File: src/rtl/audio_pkg.sv
// Shared types and helpers for the audio clip player.
// Latency: n/a (types and elaboration-time functions only).
// Backpressure: n/a.
package audio_pkg;

  // Fetch sequencer states: wait for a tick, present the ROM address,
  // ride out the ROM latency, then hold the latched sample until the next tick.
  typedef enum logic [1:0] {
    IDLE  = 2'd0,
    ADDR  = 2'd1,
    WAIT  = 2'd2,
    LATCH = 2'd3
  } state_t;

  // Ceiling log2 with a floor of 1 so single-entry fields still get a bit.
  function automatic int clog2(input int n);
    int r;
    r = 0;
    for (int v = 1; v < n; v = v * 2) r++;
    return (r < 1) ? 1 : r;
  endfunction

  // Unsigned mid-scale code: the silent level that avoids a pop.
  function automatic int midscale(input int w);
    return 1 << (w - 1);
  endfunction

endpackage

File: src/rtl/audio_clip_player_pwm_dac.sv
// PWM DAC: free-running SAMPLE_W-bit ramp compared against a level latched at wrap.
// Latency: a new level appears on pwm_out at the start of the next PWM period.
// Backpressure: none; level is sampled only at counter wrap.
//
// Ports: clk, system_reset (async, active-high), level (sample to reproduce),
//        pwm_out (duty = level / 2^SAMPLE_W).
module pwm_dac
  import audio_pkg::*;
#(
  parameter int SAMPLE_W = 8
) (
  input  logic                clk,
  input  logic                system_reset,
  input  logic [SAMPLE_W-1:0] level,
  output logic                pwm_out
);

  logic [SAMPLE_W-1:0] cnt_q, cnt_d;
  logic [SAMPLE_W-1:0] level_q, level_d;

  always_comb begin
    cnt_d   = cnt_q + 1'b1;
    // Reload only on the last count so a period never mixes two levels.
    level_d = (cnt_q == '1) ? level : level_q;
  end

  always_ff @(posedge clk or posedge system_reset) begin
    if (system_reset) begin
      cnt_q   <= '0;
      level_q <= '0;
    end else begin
      cnt_q   <= cnt_d;
      level_q <= level_d;
    end
  end

  assign pwm_out = (cnt_q < level_q);

endmodule

File: src/rtl/audio_clip_player.sv
// Multi-channel clip player: fixed-priority arbitration, one ROM fetch per sample tick, PWM out.
// Latency: sample_out/sample_valid update ROM_LAT+2 cycles after the tick cycle.
// Backpressure: none; requests are levels, ROM has fixed latency, output is a pulse.
//
// Ports: clk, system_reset (async, active-high); ch_req/ch_loop/ch_base/ch_len per-channel
//        clip control; rom_addr/rom_data shared sample ROM; sample_out/sample_valid current
//        sample; active_ch/busy/ch_done status; pwm_out audio output.
module audio_clip_player
  import audio_pkg::*;
#(
  parameter int CLK_HZ    = 100000000,
  parameter int SAMPLE_HZ = 8000,
  parameter int NUM_CH    = 4,
  parameter int ADDR_W    = 16,
  parameter int SAMPLE_W  = 8,
  parameter int ROM_LAT   = 1,
  localparam int CH_W     = clog2(NUM_CH)
) (
  input  logic                     clk,
  input  logic                     system_reset,
  input  logic [NUM_CH-1:0]        ch_req,
  input  logic [NUM_CH-1:0]        ch_loop,
  input  logic [NUM_CH*ADDR_W-1:0] ch_base,
  input  logic [NUM_CH*ADDR_W-1:0] ch_len,
  output logic [ADDR_W-1:0]        rom_addr,
  input  logic [SAMPLE_W-1:0]      rom_data,
  output logic [SAMPLE_W-1:0]      sample_out,
  output logic                     sample_valid,
  output logic [CH_W-1:0]          active_ch,
  output logic                     busy,
  output logic [NUM_CH-1:0]        ch_done,
  output logic                     pwm_out
);

  localparam int                   DIV       = CLK_HZ / SAMPLE_HZ;
  localparam int                   CNT_W     = clog2(DIV);
  localparam logic [CNT_W-1:0]     CNT_MAX   = CNT_W'(DIV - 1);
  localparam logic [1:0]           WAIT_LAST = 2'(ROM_LAT - 1);
  localparam logic [SAMPLE_W-1:0]  MID       = SAMPLE_W'(midscale(SAMPLE_W));

  // Sample-rate divider
  logic [CNT_W-1:0] cnt_q, cnt_d;
  logic             tick;

  assign tick  = (cnt_q == CNT_MAX);
  assign cnt_d = tick ? '0 : cnt_q + 1'b1;

  // Fixed-priority arbiter: lowest eligible index wins.
  logic [NUM_CH-1:0] elig;
  logic              win_vld;
  logic [CH_W-1:0]   win;
  logic [NUM_CH-1:0] latch_q, latch_d;

  always_comb begin
    elig    = '0;
    win_vld = 1'b0;
    win     = '0;
    for (int i = NUM_CH - 1; i >= 0; i--) begin
      elig[i] = ch_req[i] && (ch_len[i*ADDR_W +: ADDR_W] != '0) && !latch_q[i];
      if (elig[i]) begin
        win_vld = 1'b1;
        win     = CH_W'(i);
      end
    end
  end

  logic [ADDR_W-1:0] win_base, win_len;
  logic              win_loop;

  assign win_base = ch_base[int'(win)*ADDR_W +: ADDR_W];
  assign win_len  = ch_len[int'(win)*ADDR_W +: ADDR_W];
  assign win_loop = ch_loop[win];

  // Fetch sequencer
  state_t              state_q, state_d;
  logic [1:0]          wait_q, wait_d;
  logic [ADDR_W-1:0]   offset_q, offset_d;
  logic [ADDR_W-1:0]   rom_addr_q, rom_addr_d;
  logic [ADDR_W-1:0]   len_q, len_d;
  logic                loop_q, loop_d;
  logic [CH_W-1:0]     act_q, act_d;
  logic [SAMPLE_W-1:0] smp_q, smp_d;
  logic                vld_q, vld_d;
  logic [NUM_CH-1:0]   pend_q, pend_d;
  logic [NUM_CH-1:0]   done_q, done_d;
  logic [ADDR_W-1:0]   start_off;
  logic [ADDR_W:0]     off_nxt;
  logic                last;

  always_comb begin
    state_d    = state_q;
    wait_d     = wait_q;
    offset_d   = offset_q;
    rom_addr_d = rom_addr_q;
    len_d      = len_q;
    loop_d     = loop_q;
    act_d      = act_q;
    smp_d      = smp_q;
    vld_d      = 1'b0;
    pend_d     = '0;
    done_d     = pend_q;
    start_off  = '0;
    // Dropping a request re-arms its one-shot channel.
    latch_d    = latch_q & ch_req;
    // Compare with a carry bit so offset+1 never wraps; also catches a length
    // shrunk below the current position.
    off_nxt    = {1'b0, offset_q} + 1'b1;
    last       = (off_nxt >= {1'b0, len_q});

    case (state_q)
      IDLE, LATCH: begin
        if (tick) begin
          if (win_vld) begin
            // New winner or coming out of idle restarts the clip.
            start_off  = ((state_q == IDLE) || (win != act_q)) ? '0 : offset_q;
            offset_d   = start_off;
            rom_addr_d = win_base + start_off;
            len_d      = win_len;
            loop_d     = win_loop;
            act_d      = win;
            state_d    = ADDR;
          end else begin
            state_d = IDLE;
            if (smp_q != MID) begin
              smp_d = MID;
              vld_d = 1'b1;
            end
          end
        end
      end
      ADDR: begin
        wait_d  = '0;
        state_d = WAIT;
      end
      WAIT: begin
        if (wait_q == WAIT_LAST) begin
          state_d = LATCH;
          smp_d   = rom_data;
          vld_d   = 1'b1;
          if (last) begin
            offset_d = '0;
            if (!loop_q) begin
              latch_d[act_q] = 1'b1;
              pend_d[act_q]  = 1'b1;
            end
          end else begin
            offset_d = off_nxt[ADDR_W-1:0];
          end
        end else begin
          wait_d = wait_q + 1'b1;
        end
      end
      default: state_d = IDLE;
    endcase
  end

  always_ff @(posedge clk or posedge system_reset) begin
    if (system_reset) begin
      cnt_q      <= '0;
      state_q    <= IDLE;
      wait_q     <= '0;
      offset_q   <= '0;
      rom_addr_q <= '0;
      len_q      <= '0;
      loop_q     <= 1'b0;
      act_q      <= '0;
      smp_q      <= MID;
      vld_q      <= 1'b0;
      latch_q    <= '0;
      pend_q     <= '0;
      done_q     <= '0;
    end else begin
      cnt_q      <= cnt_d;
      state_q    <= state_d;
      wait_q     <= wait_d;
      offset_q   <= offset_d;
      rom_addr_q <= rom_addr_d;
      len_q      <= len_d;
      loop_q     <= loop_d;
      act_q      <= act_d;
      smp_q      <= smp_d;
      vld_q      <= vld_d;
      latch_q    <= latch_d;
      pend_q     <= pend_d;
      done_q     <= done_d;
    end
  end

  assign rom_addr     = rom_addr_q;
  assign sample_out   = smp_q;
  assign sample_valid = vld_q;
  assign active_ch    = act_q;
  assign busy         = (state_q != IDLE);
  assign ch_done      = done_q;

  pwm_dac #(
    .SAMPLE_W(SAMPLE_W)
  ) u_pwm (
    .clk         (clk),
    .system_reset(system_reset),
    .level       (smp_q),
    .pwm_out     (pwm_out)
  );

endmodule

File: config.mk
export PLATFORM = sky130hd
export DESIGN_NAME = audio_clip_player
export DESIGN_NICKNAME = d
export VERILOG_FILES = /design/src/rtl/audio_pkg.sv /design/src/rtl/audio_clip_player_pwm_dac.sv /design/src/rtl/audio_clip_player.sv
export SDC_FILE = /design/constraint.sdc
export NUM_CORES = 1
export LEC_CHECK = 0
export CORE_ASPECT_RATIO = 1.1
export CORE_MARGIN = 4
export CORE_UTILIZATION = 40
export DETAILED_ROUTE_END_ITERATION = 6
export PLACE_DENSITY = 0.71
export SKIP_CTS_REPAIR_TIMING = 1
export SYNTH_ARGS = -nofsm -noshare
export SYNTH_HDL_FRONTEND = slang
export SYNTH_SLANG_ARGS = --single-unit
File: constraint.sdc
create_clock -name clk -period 5.4 [get_ports clk]
set_input_delay 1.35 -clock clk [delete_from_list [all_inputs] [get_ports clk]]
set_output_delay 1.35 -clock clk [all_outputs]
set_load 0.01 [all_outputs]
* Yosys cells after proc, flatten, opt, wreduce, memory -nomap -nowiden
Cells that the tools add are included.
** Operators by class
- $add $sub $neg :: 5
- $lt $le $gt $ge :: 5
- Equal/unequal tests :: 13
- Shift operators :: 2
- Mux-type cells :: 43
- Bitwise logic cells :: 2
- Reduce and logical (&&, ||, !) cells :: 29
** Operator list (count)
- 64-bit by 7-bit variable part select with 16-bit output :: 2
- 16-bit 2-to-1 mux :: 5
- 16-bit nonzero test :: 4
- 4-bit 2-to-1 mux :: 8
- 8-bit 2-to-1 mux :: 4
- 16-bit case mux with 2 select lines :: 1
- 16-bit by 1-bit adder with 17-bit output (second input constant) :: 1
- 17-bit by 16-bit greater-or-equal comparator with 1-bit output :: 1
- 16-bit adder :: 1
- 8-bit case mux with 2 select lines :: 1
- 14-bit by 1-bit adder with 14-bit output (second input constant) :: 1
- 14-bit == test (second input constant) :: 1
- 14-bit 2-to-1 mux :: 1
- 2-bit 2-to-1 mux :: 7
- 2-bit inequality test (second input constant) :: 6
- 1-bit 2-to-1 mux :: 11
- 1-bit logical AND :: 9
- 8-bit by 1-bit adder with 8-bit output (second input constant) :: 1
- 8-bit == test (second input constant) :: 1
- 8-bit less-than comparator :: 1
- 8-bit inequality test (second input constant) :: 1
- 2-bit by 3-bit less-than comparator with 1-bit output (second input constant) :: 2
- 2-bit case mux with 3 select lines :: 1
- 2-bit nonzero test :: 3
- 19 further kinds :: 25
** Word-level totals
- Register bits after elaboration :: 106
- Bits of input ports :: 146
- Output and inout bits :: 33
- Logic and storage cells :: 114

* Depth between registers and ports, before layout
- Depth in word-level cells :: 13
- Gate-level depth with buffers :: 20
- Depth with buffers taken out :: 17

* By module
From an unflattened synthesis, not the netlist that was laid out.
** Second synthesis, totals
- Cells, all modules :: 789
- Area total of the unflattened synthesis :: 7081.8 µm²
** Modules (own cells, without submodules)
- audio_clip_player :: instances 1, cells each 719, area each 6281.0 µm², seq. area each 2253.4 µm²
- pwm_dac :: instances 1, cells each 70, area each 800.8 µm², seq. area each 400.4 µm²

* Worst setup path after synthesis
No wires, ideal clock.
- Path type :: input -> register
- Start :: in ch_len[9]
- End :: reg rom_addr_q[13], in the netlist rom_addr[13]
- Data arrival time :: 5447 ps
- Required time :: 5267 ps
- Slack :: -179 ps
- Cell stages on the path :: 19
- Path buffers :: 2
- Path through :: or4_4 > o41ai_4 > nand2_1 > nor2_1 > clkbuf_1 > buf_1 > nand2_1 > a31oi_1 > ha_1 > a21o_1 > a21oi_1 > nor2b_1 > nand3_1 > nor3_1 > mux2i_1 > nand4_1 > a41oi_1 > xor2_1 > o21ai_1
** Between the ends
- Word-level cells in the longest chain between the ends :: 8
- Elaborated cells on any way between the ends :: 11
- Those cells by class :: 1 x add/sub; 1 x eq/ne; 1 x shift; 3 x mux; 5 x reduce/logical
** Ends and longest elaborated chain
- start: declaration :: line audio_clip_player.sv:24 : input logic [NUM_CH*ADDR_W-1:0] ch_len,
- 16-bit nonzero test (*) :: line audio_clip_player.sv:59 : elig[i] = ch_req[i] && (ch_len[i*ADDR_W +: ADDR_W] != '0) && !latch_q[i];
- 1-bit logical AND (*) (2 in a row) :: line audio_clip_player.sv:59
- parallel branches: the longest is 5 deep, another holds 16-bit adder
- end signal: assignment :: line audio_clip_player.sv:177 : rom_addr_q <= rom_addr_d;
- end: declaration :: line audio_clip_player.sv:78 : logic [ADDR_W-1:0] rom_addr_q, rom_addr_d;
Every way passes the cells marked *.
A chain may end at the register's enable or synchronous reset.

* Final worst setup path
- Start :: in ch_len[33]
- End :: reg rom_addr_q[14], in the netlist rom_addr[14]
** Between the ends
- Word-level cells in the longest chain between the ends :: 10
- Elaborated cells on any way between the ends :: 15
- Those cells by class :: 1 x add/sub; 1 x eq/ne; 1 x shift; 7 x mux; 5 x reduce/logical
** Ends and longest elaborated chain (line)
- 16-bit nonzero test (*) :: audio_clip_player.sv:59
- 1-bit logical AND (*) (2 in a row) :: audio_clip_player.sv:59
- parallel branches: the longest is 7 deep, another holds 16-bit adder
Marks and branches as above.

==> impl_results.md <==
* Num CTS Buffers at 9
* Wirelength per Cell at about 16 microns
* CTS root buffer: clkbuf_16
* Static Leakage at approximately 4.8 nW
* CP Capture Type: register
* Vias in the first global route at 7,122
* Largest net degree at the start of global routing at 49
* Fin crit share at 96.75%
* Path depth of the worst reg2reg path at 17
* Post-route ant nets at 0
* Area Growth Syn to Fin at 44.93%
* Initial DRC Count at 439
* First-pass GRT wire length at ~35 mm
* Clock Skew at 0.008199 ns
* Die X at between 100 and 150 microns
* Die H at 148.7 microns
* Final Hold Viols at 0
* Hold Path End: ch_done[2]
* Initial core utilization at 40.71%
* CP startpoint kind: primary input
* # Max-Cap Violations at 0
* Post-detail-place hpwl at 17.66 mm
* DRC errors left at 0
* Data arrival, critical path at 5.47 ns
* Pre-CTS WS at -0.5554 ns
* Mapped Area at 7196 sq um
* Synthesized area per cell at 8.196 sq um
* Total clock sinks at around 110
* Worst R2R Start: offset_q[0]
* Drt first pass iters at 5
* Synth warn at 0
* Core ar. at around 18,000 sq um
* Share of the synthesized area in the top cell type at 36.52%
* Pwr/cell area at 173.5 nW/um^2
* Layout Nets at 1,321
* H-tree levels at 3
* Final worst setup slack at 0.1754 ns
* Status: finished, final reports clean
* GR Overflow Total at 0
* Relative slew slack at 47.61%
* Crit Path Max Fanout at 4
* Commonest cells in the synthesized netlist: nand2_1, dfrtp_1, nor2_1, o21ai_0, inv_1
* Ys flop type: dfrtp_1
* Post-layout util at 59.00%
* RR Endpoint: latch_q[2]
* CTS tree: yes
* N_diodes at 0
* Min-Delay Startpoint: done_d[2]
* Worst slew pin tran at 0.7787 ns
* R2R Setup Slk at 1.05 ns
* Layout cells sized above 1 at about 15%
* Syn nets at 1,070
* # rows at 51
* Post-synth top area cell: dfrtp_1
* Gpl congestion at 0.9523
* Antenna violations before repair at 0
* Die area at 20,200 sq um
* Setup crit start: ch_len[33]
* Part of the Yosys area used for sequential elements at 36.88%
* Most numerous cell in the Yosys netlist: nand2_1
* Min Tclk post-route at approximately 5.2 ns
* Area of the multi-input gates at about 4400 sq um
* Drt via density at 5.243
* Syn Inst Count at between 800 and 900
* GRT Util Overall at 21.78%
* Post-synth EDFFs at 0
* Worst vdd ir at 149.4 uV
* Synth unique cells at between 60 and 70
* Final setup fails at 0
* Worst setup path category: primary input to register
* Buffers on Ports at 178
* Worst hold-check path type: register to register
* Hold Path Depth at 0
* #FFs+latches synth at between 100 and 150
* CP required at 5.64 ns
* Fill count at between 1,500 and 2,000
* Routed via count at 7,193
* Max Slew Vio Count at 0
* Highest clock rate at 191.4 MHz
* I/O pin total at between 150 and 200
* Top cells by area, synth: dfrtp_1, ha_1, nand2_1
* Clock buffer depth at 2
* FF/Latch Area at 2654 sq um
* Ys async rst share at between 90% and 100%
* Final wirelength at about 22 mm
* Worst-Skew Late Latency at roughly 0.36 ns
* Worst-path clk slew at roughly 0.070 ns
==> cell families after synthesis <==
kind of cell | after synthesis | share of synthesized area (%)
simple gates | 376 | 24.67
compound gates | 213 | 19.79
flops | 106 | 36.88
buf+inv | 92 | 4.816
fa+ha+maj | 46 | 8.103
xor+xnor | 41 | 5.095
mux | 4 | 0.6433
==> flip-flops by register name, indices dropped and copies added, names as in the netlist, 4 cells and up <==
register and flops:
u_pwm.level_q 8, len_q 16, ch_done 4, rom_addr 16
offset_q 16, done_d 4, cnt_q 14, latch_q 4
sample_out 8, u_pwm.cnt_q 8
==> power breakdown <==
| part | total, mW | internal [mW] | switching (mW) |
|---|---|---|---|
| combinational | 0.344 | 0.189 | 0.155 |
| clock | 0.673 | 0.375 | 0.298 |
| sequential | 0.793 | 0.793 | 0 |
| total | 1.81 | 1.36 | 0.453 |
==> cell usage in the layout, fill, tap and decap left out, types with 8 or more instances in the layout <==
cell / n
a31oi_1: 19
xor2_1: 11
inv_1: 53
nand2_1: 144
ha_1: 44
clkbuf_16: 9
buf_4: 95
and3_1: 14
and2_1: 19
dlymetal6s2s_1: 15
nor3_1: 8
nor4_2: 8
a21oi_1: 22
a211oi_1: 13
clkdlybuf4s50_1: 163
xnor2_1: 29
a21o_1: 20
nor2_1: 77
nand3_1: 44
o21ai_0: 76
nand2b_1: 8
dfrtp_1: 105
a32o_1: 12
==> metrics by stage <==
stage / std cells / hold slack, ns / power [mW] / area, sq um / TNS, ns
floorplan: 878 / 0.3312 / 0.9364 / 7213 / -0.01302
finish: 1372 / 0.3512 / 1.810 / 10430 / 0
CTS: 1370 / 0.3529 / 1.812 / 10210 / -0.5219
global placement: 1354 / 0.3339 / 1.139 / 9907 / -2.719
detailed placement: 1354 / 0.3363 / 1.141 / 9907 / -3.827
global route: 1372 / 0.3596 / 1.884 / 10430 / -0.05239
==> cell type report <==
cell class	instances	area share (%)
well taps	238	2.855
inverters	54	1.968
flip-flops and latches	106	25.45
multi-input cells	680	41.96
repair buffers	278	24.91
clock buffers	12	2.364
clock inverters	4	0.5039
==> how the worst max path moves through the flow <==
stage	end	slack [ns]	cells after the start
5_1_grt	rom_addr[13]	-0.02	20
4_1_cts	rom_addr[10]	-0.16	19
6_report	rom_addr[14]	0.18	17
3_5_place_dp	rom_addr[10]	-0.56	19
3_3_place_gp	rom_addr[14]	-0.38	19
2_1_floorplan	rom_addr[13]	-0.01	19
==> metal layers <==
layer	wire length, microns	share of wire [%]	vias up	GRT usage (%)
li1	-	-	3581	-
met1	9755	44	3357	27.94
met2	10520	48	220	36.98
met3	1346	6.1	35	4.195
met4	503	2.3	0	7.157
met5	0	0	-	0
==> worst max-delay path: stages <==
cell and delay [ns]:
clkdlybuf4s50_1 0.45, nor4_2 0.39, a41oi_4 0.18, o31a_1 0.36, o21a_1 0.20, or4_4 0.53
nor2_2 0.12, ha_1 0.27, a21o_1 0.19, a21o_1 0.21, nand3_2 0.10, nor3_2 0.05
mux2_4 0.31, or2_1 0.23, o31a_1 0.29, xnor2_1 0.16, o21ai_1 0.08
Power figures use the tool's default switching activity.
